<file path="src/rtl/qpmm_issue_sched_pkg.sv">
// Shared types for the QPMM issue scheduler: multiplier latency,
// operand type and the shadow-pipe entry that rides alongside each product.
package qpmm_issue_sched_pkg;

    localparam int QPMM_LAT    = 12;
    localparam int QPMM_FP_W   = 32;
    localparam int SCHED_ID_W  = 3;
    localparam int SCHED_TAG_W = 6;

    typedef logic [QPMM_FP_W-1:0] qpmm_fp_t;

    typedef struct packed {
        logic                   v;
        logic [SCHED_ID_W-1:0]  id;
        logic [SCHED_TAG_W-1:0] tag;
    } sched_tag_t;

endpackage

</file>
<file path="src/rtl/qpmm_issue_sched_rr_arbiter.sv">
// Round-robin arbiter: grants the first requester after the last winner,
// wrapping around; the pointer moves only when something is granted.
module qpmm_rr_arbiter #(
    parameter int N = 4
) (
    input  logic         clk,
    input  logic         rst,
    input  logic [N-1:0] req,
    output logic [N-1:0] gnt
);
    localparam int PW = (N > 1) ? $clog2(N) : 1;

    logic [PW-1:0] ptr_q;
    logic [PW-1:0] ptr_d;
    logic [PW-1:0] idx;
    logic          found;

    always_comb begin
        gnt   = '0;
        ptr_d = ptr_q;
        found = 1'b0;
        idx   = '0;
        for (int k = 1; k <= N; k++) begin
            idx = PW'((int'(ptr_q) + k) % N);
            if (!found && req[idx]) begin
                found    = 1'b1;
                gnt[idx] = 1'b1;
                ptr_d    = idx;
            end
        end
    end

    always_ff @(posedge clk or posedge rst) begin
        if (rst) begin
            ptr_q <= PW'(N - 1);
        end else begin
            ptr_q <= ptr_d;
        end
    end

endmodule

</file>
<file path="src/rtl/qpmm_issue_sched.sv">
// Round-robin issue scheduler in front of a pipelined QPMM multiplier.
// Define QPMM_SCHED_PERF_EN to add the perf_clr/perf_issue/perf_stall counters.
module qpmm_issue_sched
    import qpmm_issue_sched_pkg::*;
#(
    parameter int N_REQ    = 4,
    parameter int TAG_W    = SCHED_TAG_W,
    parameter int PIPE_LAT = QPMM_LAT,
    parameter int MAX_OUT  = 8
) (
    input  logic             clk,
    input  logic             rst,
    input  logic [N_REQ-1:0] req_valid,
    output logic [N_REQ-1:0] req_ready,
    input  qpmm_fp_t         req_a   [N_REQ],
    input  qpmm_fp_t         req_b   [N_REQ],
    input  logic [TAG_W-1:0] req_tag [N_REQ],
    input  logic             hold,
    output qpmm_fp_t         qpmm_a,
    output qpmm_fp_t         qpmm_b,
    input  qpmm_fp_t         qpmm_z,
    output logic [N_REQ-1:0] rsp_valid,
    output logic [TAG_W-1:0] rsp_tag,
    output qpmm_fp_t         rsp_z,
    output logic             busy
`ifdef QPMM_SCHED_PERF_EN
    ,
    input  logic             perf_clr,
    output logic [31:0]      perf_issue,
    output logic [31:0]      perf_stall
`endif
);
    localparam int CNT_W = $clog2(MAX_OUT + 1);
    localparam int IDX_W = (N_REQ > 1) ? $clog2(N_REQ) : 1;

    logic [CNT_W-1:0] out_cnt_q [N_REQ];
    logic [CNT_W-1:0] out_cnt_d [N_REQ];
    sched_tag_t       iss_q, iss_d;
    sched_tag_t       sh_q [PIPE_LAT];
    sched_tag_t       sh_d [PIPE_LAT];
    sched_tag_t       ret;
    qpmm_fp_t         qpmm_a_q, qpmm_a_d;
    qpmm_fp_t         qpmm_b_q, qpmm_b_d;
    qpmm_fp_t         rsp_z_q, rsp_z_d;
    logic [N_REQ-1:0] rsp_valid_q, rsp_valid_d;
    logic [TAG_W-1:0] rsp_tag_q, rsp_tag_d;
    logic [N_REQ-1:0] elig, gnt, retire;
    logic [IDX_W-1:0] gnt_idx;

    assign ret = sh_q[PIPE_LAT-1];

    // A full requester may still issue in the cycle one of its results retires.
    always_comb begin
        retire = '0;
        elig   = '0;
        for (int i = 0; i < N_REQ; i++) begin
            retire[i] = ret.v && (ret.id == SCHED_ID_W'(i));
            elig[i]   = !rst && !hold && req_valid[i] &&
                        ((out_cnt_q[i] < CNT_W'(MAX_OUT)) || retire[i]);
        end
    end

    qpmm_rr_arbiter #(.N(N_REQ)) u_arb (
        .clk (clk),
        .rst (rst),
        .req (elig),
        .gnt (gnt)
    );

    assign req_ready = gnt;

    always_comb begin
        gnt_idx = '0;
        for (int i = 0; i < N_REQ; i++) begin
            if (gnt[i]) gnt_idx = IDX_W'(i);
        end
    end

    always_comb begin
        qpmm_a_d = qpmm_a_q;
        qpmm_b_d = qpmm_b_q;
        iss_d    = '0;
        if (|gnt) begin
            qpmm_a_d  = req_a[gnt_idx];
            qpmm_b_d  = req_b[gnt_idx];
            iss_d.v   = 1'b1;
            iss_d.id  = SCHED_ID_W'(gnt_idx);
            iss_d.tag = SCHED_TAG_W'(req_tag[gnt_idx]);
        end
        sh_d[0] = iss_q;
        for (int k = 1; k < PIPE_LAT; k++) sh_d[k] = sh_q[k-1];
        for (int i = 0; i < N_REQ; i++) begin
            out_cnt_d[i] = out_cnt_q[i] + CNT_W'(gnt[i]) - CNT_W'(retire[i]);
        end
        rsp_valid_d = retire;
        rsp_tag_d   = rsp_tag_q;
        rsp_z_d     = rsp_z_q;
        if (ret.v) begin
            rsp_tag_d = ret.tag[TAG_W-1:0];
            rsp_z_d   = qpmm_z;
        end
    end

    always_ff @(posedge clk or posedge rst) begin
        if (rst) begin
            for (int i = 0; i < N_REQ; i++) out_cnt_q[i] <= '0;
            for (int k = 0; k < PIPE_LAT; k++) sh_q[k] <= '0;
            iss_q       <= '0;
            qpmm_a_q    <= '0;
            qpmm_b_q    <= '0;
            rsp_valid_q <= '0;
            rsp_tag_q   <= '0;
            rsp_z_q     <= '0;
        end else begin
            for (int i = 0; i < N_REQ; i++) out_cnt_q[i] <= out_cnt_d[i];
            for (int k = 0; k < PIPE_LAT; k++) sh_q[k] <= sh_d[k];
            iss_q       <= iss_d;
            qpmm_a_q    <= qpmm_a_d;
            qpmm_b_q    <= qpmm_b_d;
            rsp_valid_q <= rsp_valid_d;
            rsp_tag_q   <= rsp_tag_d;
            rsp_z_q     <= rsp_z_d;
        end
    end

    always_comb begin
        busy = iss_q.v | (|rsp_valid_q);
        for (int k = 0; k < PIPE_LAT; k++) busy = busy | sh_q[k].v;
    end

    assign qpmm_a    = qpmm_a_q;
    assign qpmm_b    = qpmm_b_q;
    assign rsp_valid = rsp_valid_q;
    assign rsp_tag   = rsp_tag_q;
    assign rsp_z     = rsp_z_q;

`ifdef QPMM_SCHED_PERF_EN
    logic [31:0] perf_issue_q, perf_issue_d;
    logic [31:0] perf_stall_q, perf_stall_d;

    always_comb begin
        perf_issue_d = perf_issue_q;
        perf_stall_d = perf_stall_q;
        if (perf_clr) begin
            perf_issue_d = '0;
            perf_stall_d = '0;
        end else begin
            if ((|gnt) && (perf_issue_q != '1)) perf_issue_d = perf_issue_q + 32'd1;
            if ((|req_valid) && !(|gnt) && (perf_stall_q != '1)) begin
                perf_stall_d = perf_stall_q + 32'd1;
            end
        end
    end

    always_ff @(posedge clk or posedge rst) begin
        if (rst) begin
            perf_issue_q <= '0;
            perf_stall_q <= '0;
        end else begin
            perf_issue_q <= perf_issue_d;
            perf_stall_q <= perf_stall_d;
        end
    end

    assign perf_issue = perf_issue_q;
    assign perf_stall = perf_stall_q;
`endif

endmodule

</file>
<file path="config.mk">
export PLATFORM = sky130hd
export DESIGN_NAME = qpmm_issue_sched
export DESIGN_NICKNAME = d
export VERILOG_FILES = /design/src/rtl/qpmm_issue_sched_pkg.sv /design/src/rtl/qpmm_issue_sched_rr_arbiter.sv /design/src/rtl/qpmm_issue_sched.sv
export SDC_FILE = /design/constraint.sdc
export NUM_CORES = 1
export LEC_CHECK = 0
export CAP_MARGIN = 20
export CORE_MARGIN = 2
export CORE_UTILIZATION = 32
export DETAILED_ROUTE_END_ITERATION = 7
export HOLD_SLACK_MARGIN = 0.1
export PLACE_DENSITY_LB_ADDON = 0.25
export RECOVER_POWER = 25
export SLEW_MARGIN = 20
export SYNTH_ARGS = -nofsm -noshare
export SYNTH_HDL_FRONTEND = slang
export SYNTH_HIERARCHICAL = 1
export SYNTH_SLANG_ARGS = --single-unit
</file>
<file path="constraint.sdc">
create_clock -name clk -period 11.95 [get_ports clk]
set_input_delay 1.7925 -clock clk [delete_from_list [all_inputs] [get_ports clk]]
set_output_delay 1.7925 -clock clk [all_outputs]
set_load 0.02 [all_outputs]
</file>
==> summary.md <==
| Metric | Value |
|---|---|
| Synth warnings | `6` |
| Critical path fanouts, max | `43` |
| Sequential area share after synthesis | `0.618` |
| Slew Limit Fails | `between 40 and 50` |
| Fin cells | `1614` |
| Clock Skews | `~16 ps` |
| Number of max-cap violations | `1` |
| Pleak | `6.40 nW` |
| Final GP Congestion | `roughly 0.83` |
| Initial antenna violation count | `10` |
| Post-synth top cells | `239 x dfrtp_1, 72 x nor2_1, 69 x a21oi_1, 63 x o221ai_1, 62 x a22oi_1` |
| Placed cells | `1559` |
| Worst-Skew Late Latency | `around 540 ps` |
| Final setup viols | `0` |
| Largest net degree at the start of global routing | `roughly 130` |
| Setup CP Type | `flop to primary output` |
| Pwr Total | `roughly 4.4 mW` |
| Synth top area share | `0.612` |
| CTS Buffer Depth | `3` |
| DRT iter0 DRCs | `about 340` |
| Die area | `31900 sq um` |
| Power density cells | `~290 nW/um^2` |
| H-Tree Depth | `1` |
| Required time of the critical path | `about 10000 ps` |
| Unrepaired setup endpoints after global routing | `no` |
| Critical Path Source Type | `flop` |
| Type of destination of the critical path | `primary output` |
| First-pass iteration count of the detailed router | `5` |
| First-pass GRT wire length | `~46 mm` |
| Most instantiated library cell after synthesis | `dfrtp_1` |
| Drt wl/cell | `19.5 um` |
| Failing checks | `capacitance limit, slew limit` |
| Clk sinks | `between 200 and 250` |
| Placed Area | `14400 sq um` |
| Leading area contributor after synthesis | `dfrtp_1` |
| Postcts setup bufs | `0` |
| Rows | `63` |
| Design Area, Final | `about 15000 sq um` |
| P&R area growth vs syn | `56.6%` |
| Met1 usage | `0.200` |
| Area contributors post-synth | `dfrtp_1 61%, o221ai_1 5.7%, a22oi_1 4.8%` |
| Layout Nets | `1545` |
| Rel. slew slack | `-0.482` |
| DP Wirelength | `around 23 mm` |
| Hold Vio Cnt, Final | `0` |
| CTS tree | `yes` |
| Least-Margin Pin Slew | `2220 ps` |
| DRC viols | `0` |
| Synth Register Bits | `241` |
| Vias in the first global route | `8223` |
| Fin util | `0.512` |
| Die width | `179 um` |
| Via count | `8101` |
| Post-CTS resize count | `0` |
| Synth cell types | `43` |
| Hold-fix buffers at CTS | `0` |
| Via density | `about 5` |
| Synth Instances | `a little under 800` |
| Port bufs | `429` |
| Peak VDD IR | `between 0.15 and 0.2 mV` |
| Number of flops mapped to enable cells by yosys | `0` |
| Final Cycle Share | `0.637` |
| Post-Syn Nets | `approximately 1100` |
| Ys flop type | `dfrtp_1` |
| Max Fclk | `approximately 130 MHz` |
| Top Usage Layer GRT | `met2` |
| Root buf cell | `clkbuf_16` |
| Layout cells sized above 1 | `0.0857` |
| Status | `finished, violations left` |
| Grt met2 use | `0.342` |
| Final ANT Viol Nets | `0` |
| Total Neg Setup Slack | `0 ps` |
| Min-delay worst type | `flop to flop` |
| Area occupied by multi-input gates | `about 3400 sq um` |
| I/O pins | `430` |
| Starting Density | `0.327` |
| WP data arrival | `roughly 5800 ps` |
| Ys async rst share | `1.00` |
| Avg Cell Area, Syn | `12.5 sq um` |
| Die height | `approximately 180 um` |
| Worst-path clk slew | `around 60 ps` |
| Met3 Use GR | `0.0683` |
| Core Footprint | `approximately 30000 sq um` |
| Total grt overflow | `0` |
| Routed wire length | `around 31 mm` |
| Fin crit period | `~7600 ps` |
| Total CTS buffers | `27` |
| Sequential Area | `slightly above 6000 sq um` |
| Fill count | `2661` |
| Total GRT Usage | `0.189` |
| Cell area after synthesis | `a little under 10000 sq um` |
## layout by cell type (no fill, tap or decap), drive strengths merged, types with 2 or more instances in the layout
cell and n:
clkdlybuf4s50 428, dfrtp 239, nor2 72, a21oi 70
o221ai 63, a22oi 62, mux2 41, inv 39
clkbuf 36, ha 24, nand2 15, xnor2 13
diode 10, o22ai 10, buf 10, nand2b 10
mux2i 8, nor2b 8, o31ai 6, clkinv 5
a221oi 4, o21ai 4, a21o 4, fa 4
a211oi 4, o2bb2ai 4, and3b 3, nor4 3
bufinv 3, a2111oi 2, nor3b 2, o211ai 2
o211a 2, nor3 2, dfstp 2, or4 2
## final timing paths
check	start	to	slack, ps	cells after the start
hold reg to reg	sh_d[47]	sh_d[37]	330	0
max in group asynchronous	rst	sh_d[50]	8630	3
hold / removal	sh_d[47]	sh_d[37]	330	0
setup / recovery	ret[9]	req_ready[0]	4340	8
min in group asynchronous	rst	u_arb/ptr_q[0]	1890	2
setup reg to reg	ret[9]	iss_q[2]	5420	12
## critical path: stages (launching register included)
cell	delay, ps
dfrtp_1	320
clkbuf_1	1580
nand3_1	280
a21oi_1	650
and3b_1	280
a21oi_1	50
o41ai_1	910
o2bb2ai_1	400
clkdlybuf4s50_1	800
## sequential cells by signal, indices dropped and copies added (netlist names)
name and cells:
rsp_tag 6, rsp_valid 4, u_arb/ptr_q 2, iss_q 9, sh_d 99, qpmm_a 32, qpmm_b 32, ret 9
out_cnt_q 16, rsp_z 32
## logic make-up (layout without fill, tap and decap cells)
group / after synthesis / after routing / share of synthesized area
buf+inv: 91 / 523 / 0.0432
simple gates: 121 / 121 / 0.0575
compound gates: 238 / 238 / 0.173
other cells: 0 / 10 / 0
mux: 50 / 50 / 0.0578
flops: 241 / 241 / 0.618
fa+ha+maj: 28 / 28 / 0.0389
xor+xnor: 13 / 13 / 0.0117
## final cells by class
| class | instances | share of cell area |
|---|---|---|
| Sequential cell | 241 | 0.394 |
| Timing Repair Buffer | 440 | 0.286 |
| Inverter | 38 | 0.00982 |
| Tap cell | 390 | 0.0319 |
| Antenna cell | 10 | 0.00164 |
| Clock inverter | 10 | 0.00957 |
| Clock buffer | 35 | 0.0474 |
| Multi-Input combinational cell | 450 | 0.219 |
## metrics by stage
stage,hold slack [ps],setup WS [ps]
detailed placement,335,4470
floorplan,331,3600
global route,330,3900
CTS,325,4440
finish,329,4340
global placement,331,4560
## layer usage
| metal | vias up | routed length [um] |
|---|---|---|
| met3 | 67 | 2980 |
| met1 | 3974 | 11000 |
| li1 | 3700 | - |
| met5 | - | 33 |
| met2 | 356 | 16600 |
| met4 | 4 | 952 |
## where the power goes
| part | total [mW] | switching [mW] | internal [mW] |
|---|---|---|---|
| sequential | 1.39 | 0.183 | 1.20 |
| clock | 0.817 | 0.325 | 0.492 |
| combinational | 2.18 | 1.19 | 0.982 |
Note: power is estimated with default switching activity, not from simulation.
